===== config.mk =====
export PLATFORM = sky130hd
export DESIGN_NAME = pair_deserializer
export DESIGN_NICKNAME = d
export VERILOG_FILES = /design/src/rtl/pair_deser_pkg.sv /design/src/rtl/bit_capture.sv /design/src/rtl/pair_deserializer.sv
export SDC_FILE = /design/constraint.sdc
export NUM_CORES = 1
export LEC_CHECK = 0
export ABC_AREA = 1
export BUFFER_PORTS_ARGS = -buffer_cell sky130_fd_sc_hd__buf_2
export CORE_AREA = 2 2 39 41
export CTS_CLUSTER_SIZE = 28
export DETAILED_ROUTE_END_ITERATION = 6
export DIE_AREA = 0 0 41 43
export PLACE_DENSITY_LB_ADDON = 0.12
export SYNTH_ARGS = -nofsm -noshare
export SYNTH_HDL_FRONTEND = slang
export SYNTH_HIERARCHICAL = 1
export SYNTH_SLANG_ARGS = --single-unit

===== constraint.sdc =====
create_clock -name i_clk -period 2 [get_ports i_clk]
set_input_delay 0.4 -clock i_clk [delete_from_list [all_inputs] [get_ports i_clk]]
set_output_delay 0.4 -clock i_clk [all_outputs]
set_load 0.1 [all_outputs]

===== src/rtl/pair_deser_pkg.sv =====
// ---------------------------------------------------------------------------
// pair_deser_pkg
// Shared types and helpers for the pair deserializer.
//   state_t   : capture FSM states (FILL1, FILL2, HOLD)
//   idx_width : width of the bit-index register for a given word width
// ---------------------------------------------------------------------------
package pair_deser_pkg;

    typedef enum logic [1:0] {
        FILL1 = 2'd0,
        FILL2 = 2'd1,
        HOLD  = 2'd2
    } state_t;

    // A 1-bit word still needs a 1-bit index register.
    function automatic int idx_width(input int bits);
        return (bits <= 1) ? 1 : $clog2(bits);
    endfunction

endpackage


===== src/rtl/bit_capture.sv =====
// ---------------------------------------------------------------------------
// bit_capture
// BITS-wide word register written one bit at a time.
//   i_clk  : rising-edge clock
//   i_rst  : synchronous, active-high reset (word -> 0)
//   i_we   : write enable for this cycle
//   i_idx  : bit position to write (0..BITS-1)
//   i_bit  : value written to word[i_idx]
//   o_word : registered word; unwritten bits keep their previous value
// ---------------------------------------------------------------------------
module bit_capture
    import pair_deser_pkg::*;
#(
    parameter int BITS  = 3,
    parameter int IDX_W = idx_width(BITS)
) (
    input  logic             i_clk,
    input  logic             i_rst,
    input  logic             i_we,
    input  logic [IDX_W-1:0] i_idx,
    input  logic             i_bit,
    output logic [BITS-1:0]  o_word
);

    logic [BITS-1:0] word_q;

    // Explicit decode instead of word_q[i_idx]: positions at or above BITS
    // simply match nothing, so no out-of-range index is ever formed.
    // NOTE: sequential state uses non-blocking (<=) so every flop samples
    // the pre-edge values regardless of statement order.
    always_ff @(posedge i_clk) begin
        if (i_rst) begin
            word_q <= '0;
        end else begin
            for (int i = 0; i < BITS; i++) begin
                if (i_we && (i_idx == IDX_W'(i))) begin
                    word_q[i] <= i_bit;
                end
            end
        end
    end

    assign o_word = word_q;

endmodule


===== src/rtl/pair_deserializer.sv =====
// ---------------------------------------------------------------------------
// pair_deserializer
// Captures an LSB-first serial stream into two BITS-wide words and presents
// the pair with a valid/ready handshake, back-pressuring the source while
// the pair is held.
//   i_clk       : rising-edge clock
//   i_rst       : synchronous, active-high reset
//   i_clear     : synchronous flush of any partial capture or held pair
//   i_bit       : serial data bit
//   i_bit_valid : i_bit is valid this cycle
//   o_bit_ready : a serial bit can be accepted this cycle
//   o_word1     : first captured word (registered)
//   o_word2     : second captured word (registered)
//   o_valid     : o_word1/o_word2 hold a complete pair
//   i_ready     : downstream accepts the pair
// ---------------------------------------------------------------------------
module pair_deserializer
    import pair_deser_pkg::*;
#(
    parameter int BITS = 3
) (
    input  logic            i_clk,
    input  logic            i_rst,
    input  logic            i_clear,
    input  logic            i_bit,
    input  logic            i_bit_valid,
    output logic            o_bit_ready,
    output logic [BITS-1:0] o_word1,
    output logic [BITS-1:0] o_word2,
    output logic            o_valid,
    input  logic            i_ready
);

    localparam int               IDX_W    = idx_width(BITS);
    localparam logic [IDX_W-1:0] LAST_IDX = IDX_W'(BITS - 1);

    state_t           state_q, state_d;
    logic [IDX_W-1:0] idx_q, idx_d;
    logic             valid_q, valid_d;
    logic             we1, we2;
    logic             accept;

    // Ready depends only on state; it is also forced low while reset is held
    // so no bit appears accepted before the state register is initialised.
    assign o_bit_ready = (state_q != HOLD) && !i_rst;
    assign accept      = i_bit_valid && o_bit_ready;

    always_ff @(posedge i_clk) begin
        if (i_rst) begin
            state_q <= FILL1;
            idx_q   <= '0;
            valid_q <= 1'b0;
        end else begin
            state_q <= state_d;
            idx_q   <= idx_d;
            valid_q <= valid_d;
        end
    end

    // NOTE: every signal assigned here gets a default first, so no path
    // leaves it unassigned and no latch is inferred.
    always_comb begin
        state_d = state_q;
        idx_d   = idx_q;
        valid_d = valid_q;
        we1     = 1'b0;
        we2     = 1'b0;

        unique case (state_q)
            FILL1: begin
                if (accept) begin
                    we1 = 1'b1;
                    if (idx_q == LAST_IDX) begin
                        idx_d   = '0;
                        state_d = FILL2;
                    end else begin
                        idx_d = idx_q + IDX_W'(1);
                    end
                end
            end
            FILL2: begin
                if (accept) begin
                    we2 = 1'b1;
                    if (idx_q == LAST_IDX) begin
                        idx_d   = '0;
                        state_d = HOLD;
                        valid_d = 1'b1;
                    end else begin
                        idx_d = idx_q + IDX_W'(1);
                    end
                end
            end
            HOLD: begin
                if (i_ready) begin
                    valid_d = 1'b0;
                    idx_d   = '0;
                    state_d = FILL1;
                end
            end
            default: begin
                state_d = FILL1;
                idx_d   = '0;
                valid_d = 1'b0;
            end
        endcase

        // Flush overrides any accept or handshake; the words keep their
        // contents, only the capture position and valid are dropped.
        if (i_clear) begin
            state_d = FILL1;
            idx_d   = '0;
            valid_d = 1'b0;
            we1     = 1'b0;
            we2     = 1'b0;
        end
    end

    bit_capture #(.BITS(BITS), .IDX_W(IDX_W)) u_word1 (
        .i_clk  (i_clk),
        .i_rst  (i_rst),
        .i_we   (we1),
        .i_idx  (idx_q),
        .i_bit  (i_bit),
        .o_word (o_word1)
    );

    bit_capture #(.BITS(BITS), .IDX_W(IDX_W)) u_word2 (
        .i_clk  (i_clk),
        .i_rst  (i_rst),
        .i_we   (we2),
        .i_idx  (idx_q),
        .i_bit  (i_bit),
        .o_word (o_word2)
    );

    assign o_valid = valid_q;

endmodule


-- Word level (Yosys, flattened, before mapping)
Cells that the tools add are included.
- logic and storage cells: 56
- bits in registers: 11
- output and inout port bits: 8
- bits of input ports: 6
- add/sub/neg operators: 1
- equal/unequal tests: 11
- muxes and demuxes: 18
- bitwise gates (word level): 1
- reductions and logical operators: 16
- operator list (kind ; count):
    $mux 2 ; 7
    $ne 2x2->1 const B ; 6
    $logic_and 1x1->1 ; 8
    $mux 1 ; 8
    $pmux 2 s3 ; 1
    $reduce_and 5->1 ; 1
    $eq 2x1->1 const B ; 2
    $eq 2x2->1 const B ; 2
    $logic_not 2->1 ; 2
    $pmux 2 s2 ; 1
    $reduce_and 4->1 ; 1
    $reduce_or 2->1 ; 2
    $pmux 1 s3 ; 1
    $add 2x1->2 const B ; 1
    $ne 2x1->1 const B ; 1
    $reduce_and 2->1 ; 1
    $logic_not 1->1 ; 1
    $not 1->1 ; 1

-- Longest topological paths before layout
Gate-level depths: netlist (run 1).
- word-level depth: 7
- gate-level depth with buffers: 8
- depth with buffers taken out: 8

-- By module
The synthesis (run 1) kept the hierarchy.
- modules (own cells, without submodules) (module ; seq. area each (um2) ; times used ; cells an instance ; area an instance (um2)):
    pair_deserializer ; 100.1 ; 1 ; 46 ; 306.5
    bit_capture ; 60.1 ; 2 ; 24 ; 143.9

-- Least setup slack after synthesis (run 1)
No wires, ideal clock.
- kind: reg-to-output
- from: reg state_q[0]
- to: out o_bit_ready
- arrival: 1.898 ns
- stages on the path, launching flop included: 3
- path buffers: 0
- data required time: 1.600 ns
- slack: -0.298 ns
- cell sequence: dfxtp_1 -> inv_1 -> a21oi_1
- longest elaborated chain between the ends: 2
- RTL lines (element ; RTL line ; text):
    from (decl) ; pair_deserializer.sv:37 ; state_t state_q, state_d;
    from (signal assigned) ; pair_deserializer.sv:54 ; state_q <= state_d;
    $ne 2x2->1 ; pair_deserializer.sv:45 ; assign o_bit_ready = (state_q != HOLD) && !i_rst;
    $logic_and 1x1->1 ; pair_deserializer.sv:45 ;
    to (decl) ; pair_deserializer.sv:27 ; output logic o_bit_ready,
No other way between the ends.

-- Worst setup path after layout (run 1)
Same ends and word-level chain as after synthesis.

==> metrics.csv, run 1 <==
metric;value;unit
max_slew_margin;58.6;%
antenna_left;0;
htree_levels;1;
post-route-period-util;85.4;%
syn2layout_area_growth;20.6;%
core-area;1380;um2
fmax;586;MHz
drive_gt1_share;28.6;%
worstPathArrival;1310;ps
tightestPinTransition;616;ps
cts_tree;built;
initial_core_util;42.9;%
hold_violations;0;
max_stage_delay;430;ps
total_power;0.431;mW
worstHoldPathType;input port to flop;
cts_root_buffer;clkbuf_4;
setup_tns;0;ps
clock_skew;6.20;ps
grt_setup_unrepaired;no;
yosys_warnings;6;
layout_commonest_cell;nor2_1;
pre_cts_ws;349;ps
grt_max_degree;11;
cp-start-kind;flop;
cts_hold_buf;0;
synth-seq-area-share;37.1;%
synth_area;594;um2
post_cts_resized;0;
antenna_found_initial;0;
required;1600;ps
setup_ws;292;ps
synth_cells;94;
io_buffers;13;
drv_cap;0;
placed_area;691;um2
routabilityCongestion;0.769;
synth_seq_cells;11;
final-seq-area;220;um2
final_cell_mix;19 x nor2_1, 15 x nand2_1, 13 x inv_1, 13 x buf_2;
p_leak;0.338;nW
multiInputGateArea;307;um2
row_count;14;
ios;14;
dieArea;1760;um2
cp_max_fo;4;
final_nets;119;
hpwl;866;um
cts-buffers-inserted;3;
crit_type;flop to output pin;
crit_slowest_cell;buf_2;
rr_worst_depth;7;
insertion_delay;260;ps
design_area;717;um2
layout.filler_cells;161;
final_max_slew_viol_count;0;
power_per_cell_area;602;nW/um2
clk_pin_slew;70;ps
grt_pass1_wl;1770;um
cts_setup_buffers;0;
syn_area_per_cell;6.32;um2
globalRoute.totalOverflow;0;
drc;0;
grtUsageTotal;14.7;%
antenna_cells;0;
vias;591;
drt_iter0_drc;6;
viasPerCell;4.62;
syn_nets;100;
cts_buffer_depth;2;
wire_per_inst;8.81;um
clock-sinks;11;
fp.dieH;43;um
setup_violations;0;
vdd_ir_drop_max;0.377;mV
chipWidth;41;um
fin_crit;1710;ps
status;finished, final reports clean;
drtPass1Iterations;4;
grt_pass1_vias;467;
min_path_cells;3;
crit_chain;inv_1 -> a21oi_2 -> buf_2;
ys_types;15;
endpoint_kind;output pin;
wl;1130;um
==> sequential cells by signal, indices dropped and copies added (netlist names) <==
| name | count |
|---|---|
| o_valid | 1 |
| state_q | 2 |
| u_word1/o_word | 3 |
| idx_q | 2 |
| u_word2/o_word | 3 |
==> area by class of cell <==
cell class | count | share of cell area (%)
multi-input cells | 64 | 42.8
flip-flops and latches | 11 | 30.7
repair buffers | 14 | 10.1
inverters | 19 | 9.95
clock buffers | 4 | 3.66
well taps | 16 | 2.79
==> final timing paths <==
| kind | start | end | slack, ps |
|---|---|---|---|
| min | i_bit | u_word2/o_word[1] | 440 |
| max reg2reg | state_q[0] | u_word1/o_word[2] | 330 |
| min reg2reg | o_valid | o_valid | 450 |
| max | state_q[0] | o_bit_ready | 290 |
==> per-stage QoR <==
stage	instances	utilization [%]	hold WS, ps
after detailed placement	124	49.9	444
after global placement	124	49.9	437
after CTS	128	51.8	442
after global routing	128	51.8	462
final	128	51.8	440
after floorplan	94	-	496
==> layer usage <==
metal  routed length, um  track usage, %  part of all wire (%)  vias to the layer above
met5                   0               0                     0                        -
met4                   9            8.00                  0.80                        0
met3                  33            3.14                   2.9                        2
met2                 538            22.5                    48                        8
met1                 546            18.2                    48                      252
li1                    -               -                     -                      329
==> cells in the mapped netlist <==
| library cell | number | share of area (%) |
|---|---|---|
| nand3_2 | 1 | 1.7 |
| a21oi_2 | 1 | 1.5 |
| o21ai_0 | 1 | 0.84 |
| nor2_2 | 1 | 1.1 |
| a21oi_1 | 7 | 5.9 |
| nand3_1 | 11 | 9.3 |
| nand2_2 | 4 | 4.2 |
| nand2_1 | 15 | 9.5 |
| or2_1 | 1 | 1.1 |
| inv_1 | 13 | 8.2 |
| nor4_1 | 2 | 2.1 |
| nor2_4 | 1 | 1.9 |
| dfxtp_1 | 11 | 37 |
| nor2_1 | 19 | 12 |
| inv_2 | 6 | 3.8 |
==> kinds of logic (layout without fill, tap and decap cells) <==
group                  count (synthesis)  in the layout  share of synthesized area, %
flip-flops                            11             11                          37.1
AND/OR/NAND/NOR                       55             55                          42.7
AO/OA/AOI/OAI                          9              9                          8.21
buffers and inverters                 19             37                          12.0
==> worst max-delay path, delay by kind of cell, from the launching register on <==
family / cells / cell delay [ps]
buf+inv: 2 / 550
flops: 1 / 380
compound gates: 1 / 120
==> report_power, final <==
part           internal, mW  switching (mW)  leakage, nW  total (mW)
sequential            0.222         0.00378       0.0889       0.226
clock                0.0769          0.0724       0.0150       0.149
combinational        0.0152          0.0412        0.235      0.0565
total                 0.314           0.117        0.338       0.431
Power figures use the tool's default switching activity.
==> inputs of run 2 (changes only) <==
SYNTH_HIERARCHICAL = not set   (was 1)
==> metrics.csv, run 2 <==
metric;value;unit;change
grt_pass1_wl;1830;um;was 1770 um
final_max_slew_viol_count;0;;unchanged
fmax;580;MHz;was 586 MHz
grt_pass1_vias;446;;was 467
fin_cells;112;;was 128
drtPass1Iterations;4;;unchanged
netSwitchingPower;0.120;mW;was 0.117 mW
wire_per_inst;9.96;um;was 8.81 um
holdWs;410;ps;was 440 ps
endpoint_kind;output pin;;unchanged
synth_async_sr_flop_share;0;%;unchanged
cp-start-kind;flop;;unchanged
antenna_left;0;;unchanged
cts_setup_buffers;0;;unchanged
viasPerCell;4.79;;was 4.62
cts_tree;built;;unchanged
core-area;1380;um2;unchanged
synth_edf_count;0;;unchanged
crit_cells;3;;unchanged
hpwl;817;um;was 866 um
drc;0;;unchanged
combPwrFrac;11.8;%;was 13.1%
syn2layout_area_growth;21.8;%;was 20.6%
worstHoldPathType;input port to flop;;unchanged
post-route-period-util;86.2;%;was 85.4%
intPower;0.310;mW;was 0.314 mW
ys.flop_type;dfxtp_1;;unchanged
worst_r2r_endpoint;u_word1.o_word[1];;was u_word1/o_word[2]
required;1600;ps;about the same
synth_cells;79;;was 94
power_per_cell_area;669;nW/um2;was 602 nW/um2
max_slew_margin;68.0;%;was 58.6%
final_nets;103;;was 119
drt_iter0_drc;12;;was 6
synth_top_area_cell;dfxtp_1;;unchanged
synthMostInstantiatedCell;nand2_1;;was nor2_1
p_leak;0.298;nW;was 0.338 nW
switching_share;27.9;%;was 27.2%
rr_worst_depth;6;;was 7
synth-seq-area-share;41.7;%;was 37.1%
clock-sinks;11;;unchanged
regToRegSetupSlack;830;ps;was 330 ps
final_cell_mix;15 x nand2_1, 13 x nor2_1, 13 x buf_2;;was 19 x nor2_1, 15 x nand2_1, 13 x inv_1, 13 x buf_2
worstPathArrival;1320;ps;was 1310 ps
timing.rr.start;state_q[0];;unchanged
synth_area_leaders;dfxtp_1 42%, nand2_1 11%, a21oi_1 9.5%;;was dfxtp_1 37%, nor2_1 12%, nand2_1 9.5%
setup_violations;0;;unchanged
row_count;14;;unchanged
htree_levels;1;;unchanged
cp_max_fo;6;;was 4
total_power;0.430;mW;was 0.431 mW
critPathTopFamily;buffers and inverters;;unchanged
vias;536;;was 591
grt_max_degree;10;;was 11
globalRoute.totalOverflow;0;;unchanged
cts-buffers-inserted;3;;unchanged
tightestPinTransition;484;ps;was 616 ps
dieArea;1760;um2;unchanged
vdd_ir_drop_max;0.288;mV;was 0.377 mV
clk_pin_slew;80;ps;was 70 ps
antenna_cells;0;;unchanged
fin_crit;1720;ps;was 1710 ps
drive_gt1_share;26.0;%;was 28.6%
drv_cap;0;;unchanged
synth_area;528;um2;was 594 um2
crit_type;flop to output pin;;unchanged
syn_nets;85;;was 100
cts_buffer_depth;2;;unchanged
wl;1120;um;was 1130 um
power_frac_seq;51.7;%;was 52.3%
pwr-share-clk;36.5;%;was 34.6%
crit_slowest_cell;buf_2;;unchanged
chipWidth;41;um;unchanged
clock_skew;3.22;ps;was 6.20 ps
grt_setup_unrepaired;no;;unchanged
yosys_warnings;0;;was 6
antenna_found_initial;0;;unchanged
max_stage_delay;440;ps;was 430 ps
layout_commonest_cell;nand2_1;;was nor2_1
syn_area_per_cell;6.68;um2;was 6.32 um2
post_cts_resized;0;;unchanged
synth_seq_cells;11;;unchanged
placed_cells;108;;was 124
status;finished, final reports clean;;unchanged
cts_hold_buf;0;;unchanged
insertion_delay;270;ps;was 260 ps
startpoint;state_q[0];;unchanged
critical_path.endpoint;o_bit_ready;;unchanged
hold_violations;0;;unchanged
initial_core_util;38.2;%;was 42.9%
routabilityCongestion;0.755;;was 0.769
ios;14;;unchanged
cts_root_buffer;clkbuf_4;;unchanged
synth_top_area_share;41.7;%;was 37.1%
cp.buffers_inverters;2;;unchanged
fp.dieH;43;um;unchanged
utilization;46.5;%;was 51.8%
grtUsageTotal;15.1;%;was 14.7%
ys_top_cells_by_count;15 x nand2_1, 13 x nor2_1, 11 x dfxtp_1;;was 19 x nor2_1, 15 x nand2_1, 13 x inv_1
io_buffers;13;;unchanged
ys_types;13;;was 15
crit_chain;inv_1 -> a21oi_2 -> buf_2;;unchanged
setup_tns;0;ps;unchanged
[run 2: cell types whose count changed after synthesis, moves of 2 or more]
| cell | previous run | this run |
|---|---|---|
| inv_2 | 6 | 3 |
| nor4_1 | 2 | 0 |
| nor2_1 | 19 | 13 |
| a21oi_1 | 7 | 10 |
| nand2_2 | 4 | 1 |
| inv_1 | 13 | 8 |
| nand4_1 | 0 | 3 |
[run 2: layer usage]
metal	share of wire [%]	GRT usage, %
met5	0	0
met4	0	8.00
met3	5.7	3.14
met2	43	21.3
met1	51	20.7
[run 2: worst register-to-register path, cell delays in order (launching register included)]
cell and delay (ps):
dfxtp_1 320, inv_1 170, nand4_1 130, nor2_2 230
nand3_1 100, nand2_1 70, nor2_1 40
[run 2: cells by family (layout without fill, tap and decap cells)]
logic type	after synthesis	after routing	synth area share, %
flops	11	11	41.7
compound gates	12	12	12.1
simple gates	45	45	38.4
buf+inv	11	28	7.82
[run 2: power groups by stage]
stage / registers, mW / clock network (mW) / logic, mW
final: 0.222 / 0.157 / 0.0509
after global routing: 0.223 / 0.169 / 0.0552
after CTS: 0.222 / 0.164 / 0.0512
after detailed placement: 0.227 / 0 / 0.0510
after global placement: 0.228 / 0 / 0.0504
after floorplan: 0.236 / 0 / 0.0283
[run 2: worst min-delay path by stage]
stage               slack, ps     start         end  cells past startpoint
floorplan                 460  idx_q[1]    idx_q[1]                      2
global placement          430   o_valid     o_valid                      2
detailed placement        430   o_valid     o_valid                      2
CTS                       410   i_ready  state_q[1]                      4
global route              430   i_ready  state_q[1]                      4
finish                    410   i_ready  state_q[1]                      4
[run 2: metrics by stage]
stage / instance area, um2 / setup slack, ps
6_report: 643 / 277
5_1_grt: 643 / 199
4_1_cts: 643 / 265
3_5_place_dp: 617 / 528
3_3_place_gp: 617 / 540
2_1_floorplan: 532 / 242
[run 2: cell type report]
cell class / count / area, um2
Clock buffer: 4 / 26.3
Fill cell: 146 / 741
Inverter: 11 / 41.3
Multi-Input combinational cell: 57 / 270
Sequential cell: 11 / 220
Tap cell: 16 / 20.0
Timing Repair Buffer: 13 / 65.1
==> inputs of run 3 (changes only) <==
--- a/config.mk
+++ b/config.mk
@@ -8,8 +8,9 @@
 export ABC_AREA = 1
 export BUFFER_PORTS_ARGS = -buffer_cell sky130_fd_sc_hd__buf_2
-export CORE_AREA = 2 2 39 41
+export CELL_PAD_IN_SITES_DETAIL_PLACEMENT = 0
+export CELL_PAD_IN_SITES_GLOBAL_PLACEMENT = 2
+export CORE_UTILIZATION = 25
 export CTS_CLUSTER_SIZE = 28
 export DETAILED_ROUTE_END_ITERATION = 6
-export DIE_AREA = 0 0 41 43
 export PLACE_DENSITY_LB_ADDON = 0.12
 export SYNTH_ARGS = -nofsm -noshare
==> constraint.sdc (replaced) <==
create_clock -name i_clk -period 2 [get_ports i_clk]
set_input_delay 0.4 -clock i_clk [delete_from_list [all_inputs] [get_ports i_clk]]
set_output_delay 0.4 -clock i_clk [all_outputs]
set_load 0.005 [all_outputs]
==> metrics.csv, run 3 (synthesis results as in run 2) <==
metric;value;unit;change
cp_max_fo;6;;unchanged
htree_levels;1;;unchanged
initial_core_util;26.6;%;was 38.2%
worstPathArrival;1070;ps;was 1320 ps
drv_cap;0;;unchanged
insertion_delay;270;ps;about the same
grtUsageTotal;12.1;%;was 15.1%
cts_root_buffer;clkbuf_4;;unchanged
grt_pass1_vias;436;;was 446
row_count;16;;was 14
max_stage_delay;370;ps;was 440 ps
syn2layout_area_growth;23.7;%;was 21.8%
vias;539;;was 536
p_leak;0.298;nW;about the same
dieArea;2300;um2;was 1760 um2
hold_violations;0;;unchanged
design_area;653;um2;was 643 um2
drtPass1Iterations;3;;was 4
wl;1220;um;was 1120 um
post_cts_resized;0;;unchanged
chipWidth;48.0;um;was 41 um
cts_tree;built;;unchanged
endpoint_kind;output pin;;unchanged
hpwl;954;um;was 817 um
max_slew_margin;77.6;%;was 68.0%
cts-buffers-inserted;3;;unchanged
fmax;678;MHz;was 580 MHz
wire_per_inst;9.90;um;was 9.96 um
final_cell_mix;15 x nand2_1, 13 x nor2_1, 13 x buf_2;;unchanged
grt_pass1_wl;1830;um;unchanged
antenna_found_initial;0;;unchanged
required;1600;ps;about the same
final_nets;103;;unchanged
drc;0;;unchanged
routabilityCongestion;0.743;;was 0.755
drive_gt1_share;25.0;%;was 26.0%
clk_pin_slew;70;ps;was 80 ps
io_buffers;13;;unchanged
setup_tns;0;ps;unchanged
post-route-period-util;73.7;%;was 86.2%
pre_cts_ws;650;ps;was 528 ps
vdd_ir_drop_max;0.294;mV;was 0.288 mV
crit_slowest_cell;dfxtp_1;;was buf_2
globalRoute.totalOverflow;0;;unchanged
placed_area;627;um2;was 617 um2
total_power;0.410;mW;was 0.430 mW
setup_ws;526;ps;was 277 ps
viasPerCell;4.38;;was 4.79
cts_hold_buf;0;;unchanged
core-area;1980;um2;was 1380 um2
fp.dieH;48.0;um;was 43 um
critPathTopFamily;flip-flops;;was buffers and inverters
cts_buffer_depth;2;;unchanged
worstHoldPathType;input port to flop;;unchanged
final_max_slew_viol_count;0;;unchanged
grt_setup_unrepaired;no;;unchanged
crit_chain;inv_1 -> a21oi_1 -> buf_2;;was inv_1 -> a21oi_2 -> buf_2
antenna_cells;0;;unchanged
clock_skew;2.29;ps;was 3.22 ps
cp-start-kind;flop;;unchanged
layout.filler_cells;237;;was 146
ios;14;;unchanged
grt_max_degree;10;;unchanged
layout_commonest_cell;nand2_1;;unchanged
clock-sinks;11;;unchanged
crit_type;flop to output pin;;unchanged
antenna_left;0;;unchanged
power_per_cell_area;627;nW/um2;was 669 nW/um2
drt_iter0_drc;3;;was 12
tightestPinTransition;334;ps;was 484 ps
cts_setup_buffers;0;;unchanged
cp.buffers_inverters;2;;unchanged
setup_violations;0;;unchanged
fin_crit;1470;ps;was 1720 ps
status;finished, final reports clean;;unchanged
==> run 3: cell counts in the layout (fill, tap and decap cells not counted) <==
No cell type changed its count.
==> run 3: worst register-to-register path: cells and delay by family, from the launching register on <==
| family | cells | cell delay (ps) |
|---|---|---|
| buffers and inverters | 1 | 170 |
| AND/OR/NAND/NOR | 5 | 570 |
| flip-flops | 1 | 330 |
==> run 3: final timing paths <==
path | startpoint | end | slack, ps | depth (start not counted)
hold reg to reg | o_valid | o_valid | 450 | 2
hold / removal | i_ready | state_q[1] | 410 | 4
setup reg to reg | state_q[0] | u_word1.o_word[1] | 830 | 6
setup / recovery | state_q[0] | o_bit_ready | 530 | 3
==> run 3: cell type report <==
class / instances / area (um2) / area share, %
timing repair buffer: 13 / 65.1 / 9.96
clock buffer: 4 / 26.3 / 4.02
tap: 27 / 33.8 / 5.17
sequential: 11 / 220 / 33.7
multi-input combinational: 57 / 267 / 40.8
inverter: 11 / 41.3 / 6.32
==> run 3: layer usage <==
metal	part of all wire (%)	up-vias	GRT usage [%]
met5	0	-	0
met1	51	239	15.9
met3	3.4	2	3.40
met4	1.1	0	8.33
met2	44	6	16.8
li1	-	292	-
==> run 3: power breakdown <==
part | leakage [nW] | switching [mW] | internal [mW]
Clock | 0.0150 | 0.0760 | 0.0771
Combinational | 0.194 | 0.0220 | 0.0121
Sequential | 0.0888 | 0.00150 | 0.221
==> run 3: through the flow <==
step | hold WS [ps] | cells | utilization [%]
after global placement | 437 | 119 | 31.6
after detailed placement | 450 | 119 | 31.6
after CTS | 404 | 123 | 33.0
after global routing | 423 | 123 | 33.0
final | 414 | 123 | 33.0
after floorplan | 442 | 79 | -
